File: src/rtl/fifo_share_ctrl.sv
// Round-robin write arbiter and read controller in front of a shared sync FIFO.
// Private counters hide the FIFO's lagging full/empty flags from the datapath.
module fifo_share_ctrl #(
  parameter int N_REQ        = 4,
  parameter int DATA_WIDTH   = 8,
  parameter int DEPTH        = 16,
  parameter int FLAG_LAT     = 2,
  parameter int AFULL_THRESH = 12
) (
  input  logic                          clk,
  input  logic                          rst_n,
  input  logic [N_REQ-1:0]              req,
  input  logic [N_REQ*DATA_WIDTH-1:0]   req_data,
  output logic [N_REQ-1:0]              gnt,
  output logic                          fifo_wr_en,
  output logic [DATA_WIDTH-1:0]         fifo_data_in,
  output logic                          fifo_rd_en,
  input  logic [DATA_WIDTH-1:0]         fifo_data_out,
  input  logic                          fifo_full,
  input  logic                          fifo_empty,
  input  logic                          pop,
  output logic                          pop_valid,
  output logic [DATA_WIDTH-1:0]         pop_data,
  output logic [$clog2(DEPTH):0]        level,
  output logic                          almost_full,
  output logic                          ovf_err
);

  localparam int CW = $clog2(DEPTH) + 1;
  localparam int PW = (N_REQ > 1) ? $clog2(N_REQ) : 1;

  logic [CW-1:0]         r_wcount;
  logic [CW-1:0]         r_rcount;
  logic [FLAG_LAT-1:0]   r_wr_pipe;
  logic [FLAG_LAT-1:0]   r_rd_pipe;
  logic [PW-1:0]         r_rr_ptr;
  logic                  r_wr_en;
  logic [DATA_WIDTH-1:0] r_data_in;
  logic                  r_pop_valid;
  logic                  r_ovf;

  logic                  w_space;
  logic                  w_gnt_any;
  logic [PW-1:0]         w_gnt_idx;
  logic [N_REQ-1:0]      w_gnt;
  logic [DATA_WIDTH-1:0] w_sel_data;
  logic                  w_rd_en;
  logic                  w_wr_land;
  logic                  w_rd_land;

  function automatic logic [PW-1:0] rr_idx(input logic [PW-1:0] base,
                                          input int k);
    rr_idx = PW'((int'(base) + k) % N_REQ);
  endfunction

  assign w_space   = r_wcount < CW'(DEPTH);
  assign w_wr_land = r_wr_pipe[FLAG_LAT-1];
  assign w_rd_land = r_rd_pipe[FLAG_LAT-1];
  assign w_rd_en   = rst_n & pop & (r_rcount != '0);

  // Search begins just past the last winner so idle inputs cost nothing.
  always_comb begin
    w_gnt     = '0;
    w_gnt_any = 1'b0;
    w_gnt_idx = r_rr_ptr;
    if (rst_n && w_space) begin
      for (int k = 1; k <= N_REQ; k++) begin
        if (!w_gnt_any && req[rr_idx(r_rr_ptr, k)]) begin
          w_gnt_any = 1'b1;
          w_gnt_idx = rr_idx(r_rr_ptr, k);
        end
      end
    end
    if (w_gnt_any) w_gnt[w_gnt_idx] = 1'b1;
  end

  always_comb begin
    w_sel_data = req_data[int'(w_gnt_idx)*DATA_WIDTH +: DATA_WIDTH];
  end

  always_ff @(posedge clk or negedge rst_n) begin
    if (!rst_n) begin
      r_rr_ptr  <= PW'(N_REQ - 1);
      r_wr_en   <= 1'b0;
      r_data_in <= '0;
    end else begin
      r_wr_en <= w_gnt_any;
      if (w_gnt_any) begin
        r_rr_ptr  <= w_gnt_idx;
        r_data_in <= w_sel_data;
      end
    end
  end

  always_ff @(posedge clk or negedge rst_n) begin
    if (!rst_n) begin
      r_wr_pipe <= '0;
      r_rd_pipe <= '0;
    end else begin
      r_wr_pipe[0] <= r_wr_en;
      r_rd_pipe[0] <= w_rd_en;
      for (int k = 1; k < FLAG_LAT; k++) begin
        r_wr_pipe[k] <= r_wr_pipe[k-1];
        r_rd_pipe[k] <= r_rd_pipe[k-1];
      end
    end
  end

  // Space is released only once the FIFO's full flag has caught up.
  always_ff @(posedge clk or negedge rst_n) begin
    if (!rst_n) begin
      r_wcount <= '0;
    end else begin
      unique case ({w_gnt_any, w_rd_land})
        2'b10:   r_wcount <= r_wcount + 1'b1;
        2'b01:   r_wcount <= r_wcount - 1'b1;
        default: r_wcount <= r_wcount;
      endcase
    end
  end

  always_ff @(posedge clk or negedge rst_n) begin
    if (!rst_n) begin
      r_rcount <= '0;
    end else begin
      unique case ({w_wr_land, w_rd_en})
        2'b10:   r_rcount <= r_rcount + 1'b1;
        2'b01:   r_rcount <= r_rcount - 1'b1;
        default: r_rcount <= r_rcount;
      endcase
    end
  end

  always_ff @(posedge clk or negedge rst_n) begin
    if (!rst_n) begin
      r_pop_valid <= 1'b0;
      r_ovf       <= 1'b0;
    end else begin
      r_pop_valid <= w_rd_en;
      if ((r_wr_en && fifo_full) || (w_rd_en && fifo_empty)) r_ovf <= 1'b1;
    end
  end

  assign gnt          = w_gnt;
  assign fifo_wr_en   = r_wr_en;
  assign fifo_data_in = r_data_in;
  assign fifo_rd_en   = w_rd_en;
  assign pop_valid    = r_pop_valid;
  assign pop_data     = fifo_data_out;
  assign level        = r_wcount;
  assign almost_full  = r_wcount >= CW'(AFULL_THRESH);
  assign ovf_err      = r_ovf;

endmodule
File: config.mk
export PLATFORM = sky130hd
export DESIGN_NAME = fifo_share_ctrl
export DESIGN_NICKNAME = d
export VERILOG_FILES = /design/src/rtl/fifo_share_ctrl.sv
export SDC_FILE = /design/constraint.sdc
export NUM_CORES = 1
export LEC_CHECK = 0
export BUFFER_PORTS_ARGS = -buffer_cell sky130_fd_sc_hd__buf_2
export CAP_MARGIN = 20
export CORE_MARGIN = 3
export CORE_UTILIZATION = 46
export CTS_CLUSTER_DIAMETER = 120
export DETAILED_ROUTE_END_ITERATION = 10
export GPL_TIMING_DRIVEN = 0
export HOLD_SLACK_MARGIN = 0.1
export PLACE_DENSITY = 0.76
export SETUP_SLACK_MARGIN = 0.05
export SLEW_MARGIN = 15
export SYNTH_ARGS = -nofsm -noshare
export SYNTH_HDL_FRONTEND = slang
export SYNTH_SLANG_ARGS = --single-unit
File: constraint.sdc
create_clock -name clk -period 3.6 [get_ports clk]
set_input_delay 0.36 -clock clk [delete_from_list [all_inputs] [get_ports clk]]
set_output_delay 0.36 -clock clk [all_outputs]
set_load 0.05 [all_outputs]
==> results.ini <==
[final_layout]
stdcell_count=270
multi_input_area_um2=848
layout-drive-gt1-share_pct=43.4
areaGrowthSynthToFinish_pct=28.9
num_antenna_cells=0
fillers=284
post-route-util_pct=65.2
final_nets=285
final_common_cell=buf_2
final_area_um2=2090
layout.cells.most_common_list=73 x buf_2, 24 x dfrtp_1, 16 x mux2i_1
regArea_um2=653

[power_and_ir_drop]
leakagePower_nw=1.10
total_power_mw=1.87
peakVddDrop_mv=0.577
power_density_nw_per_um2=895

[critical_path]
r2r_start=r_rcount[0]
ff2ff_path_depth=9
setup.worst_path.start=rst_n
cp-endpoint=level[4]
r2r-end=r_rcount[4]
cp_max_fo=28
crit_arrival_ns=3.45
r2r_setup_slack_ns=0.85
start_kind=input port
required_ns=3.85
end_kind=flip-flop
critPathKind=in -> reg

[yosys]
synth_compound_area_share_pct=16.2
ys_types=38
ys_warn_count=0
yosysSeqAreaShare_pct=40.3
synth_edf_count=0
syn_area_um2=1620
synth_ff_type=dfrtp_1
synth_mux_area_share_pct=11.3
synth-xor-area-share_pct=6.48
syn_nets=209
synth_fa_ha_area_share_pct=7.41
synthArstFlopShare_pct=100
synthSimpleGateAreaFrac_pct=11.0
synth.avg_cell_area_um2=10.7
ys_seq_elements=26
synthCells=151
synth_top_family_by_area=compound AO/OA/AOI/OAI gates

[grt]
antenna_found_initial=0
grt_usage_pct=17.4
grt_max_degree=29
grt.overflow.total=0
grt_pass1_vias=1379
grt_pass1_wl_um=5900

[route]
wl_per_cell_um=12.5
drt_wl_total_um=3380
via_count=1361
dr.pass1.iters=4
vias_per_cell=5.04
drc=0
drt_iter0_drc=38
ant_nets=0

[floorplanning]
ios=79
initial_utilization_pct=50.6
num_rows=20
die_w_um=65.4
die_h_um=65.4
core_um2=3200
dieArea_um2=4270

[sta]
finalHoldViolCount=0
tns_ns=0
rsz0062_at_grt=no
tightestPinTransition_ns=0.714
setup_viol=0
whs_ns=0.278
fin_ws_ns=0.408
finClkSkew_ns=0.00606
relSlewSlack_pct=52.1
period_minus_slack_ns=3.19
max_freq_mhz=313
slew_viol_final=0
finalCritPeriodShare_pct=88.7

[clock_tree]
cts_tree=built
clkTransAtPathRegs_ns=0.14
clk_path_buf_depth=2
htree_levels=1
clock-sinks=26
root_buffer=clkbuf_4
clock_latency_ns=0.31
cts_buffers=3

[hold_path]
hp-class=in -> reg

[placed_design]
place_congestion=0.824
io_buffer_count=70
dp_cells=265
pre_cts_ws_ns=0.586
hpwl_um=2700
placed_cell_area_um2=2030

[status]
status=finished, final reports clean

[run]
drv_cap=0

## layout make-up
| type | count | area share (%) |
|---|---|---|
| Tap cell | 44 | 2.63 |
| Buffer | 15 | 5.03 |
| Sequential cell | 26 | 31.3 |
| Multi-Input combinational cell | 106 | 40.6 |
| Clock inverter | 1 | 1.44 |
| Inverter | 4 | 0.719 |
| Timing Repair Buffer | 71 | 17.2 |
| Clock buffer | 3 | 1.08 |
## flip-flops by register name, indices dropped and copies added, names as in the netlist
register      count
level             5
r_rr_ptr          2
fifo_data_in      8
r_rcount          5
r_wr_pipe         2
r_rd_pipe         2
ovf_err           1
fifo_wr_en        1
## Yosys cell counts (2+ instances only)
library cell   n  area, um2
a21o_1         5       37.5
nand2_1       12       45.0
or3_1          2       12.5
ha_1           8        100
xnor2_1        3       26.3
nand2b_1       2       12.5
nand3b_1       2       15.0
o221ai_1       8       70.1
inv_1          4       15.0
mux2_2         2       22.5
buf_2          3       15.0
dfrtp_1       24        601
nor2b_1        3       18.8
nor2_1         7       26.3
o21ai_0        5       25.0
xor2_1         9       78.8
o21a_1         2       15.0
buf_4         10       75.1
mux2i_1       16        160
dfstp_2        2       52.6
a21oi_1        5       25.0
## where the power goes
part | leakage, nW | switching (mW) | internal, mW
Combinational | 0.762 | 0.721 | 0.411
Sequential | 0.312 | 0.113 | 0.428
Clock | 0.0279 | 0.0836 | 0.112
Total | 1.10 | 0.917 | 0.952
## logic make-up after synthesis
kind of cell / count (synthesis)
adder cells (fa/ha/maj): 9
AO/OA/AOI/OAI: 34
XOR/XNOR: 12
buffers and inverters: 19
flip-flops: 26
multiplexers: 18
AND/OR/NAND/NOR: 33
## critical path: stages
cell	delay, ns
dlygate4sd3_1	0.52
buf_2	0.51
nand2b_4	0.14
a21o_1	0.19
buf_2	0.19
ha_1	0.22
buf_2	0.17
xor2_1	0.17
ha_1	0.22
o21a_1	0.17
o21ai_0	0.18
nand3b_1	0.10
a21oi_1	0.16
xor2_1	0.15
## metal layers
layer	wire, um	GRT usage [%]
met1	1480	22.7
met2	1520	28.7
met3	330	3.59
met4	40	5.70
met5	0	0
## how the worst min path moves through the flow
stage                       startpoint  slack (ns)  cells after the start               to
after floorplan                  rst_n        0.06                      0  fifo_data_in[0]
after CTS                   fifo_empty        0.27                      2          ovf_err
after global placement    r_wr_pipe[0]        0.33                      0     r_wr_pipe[1]
after detailed placement  r_wr_pipe[0]        0.34                      0     r_wr_pipe[1]
final                       fifo_empty        0.28                      2          ovf_err
after global routing        fifo_empty        0.26                      2          ovf_err
## repair_timing
| action | in CTS | in global routing |
|---|---|---|
| hold endpoints to repair | 24 | 0 |
| setup buffers | 0 | 0 |
| hold buffers | 1 | 0 |
| gates resized for setup | 0 | 0 |
(Power assumes the default switching activity.)
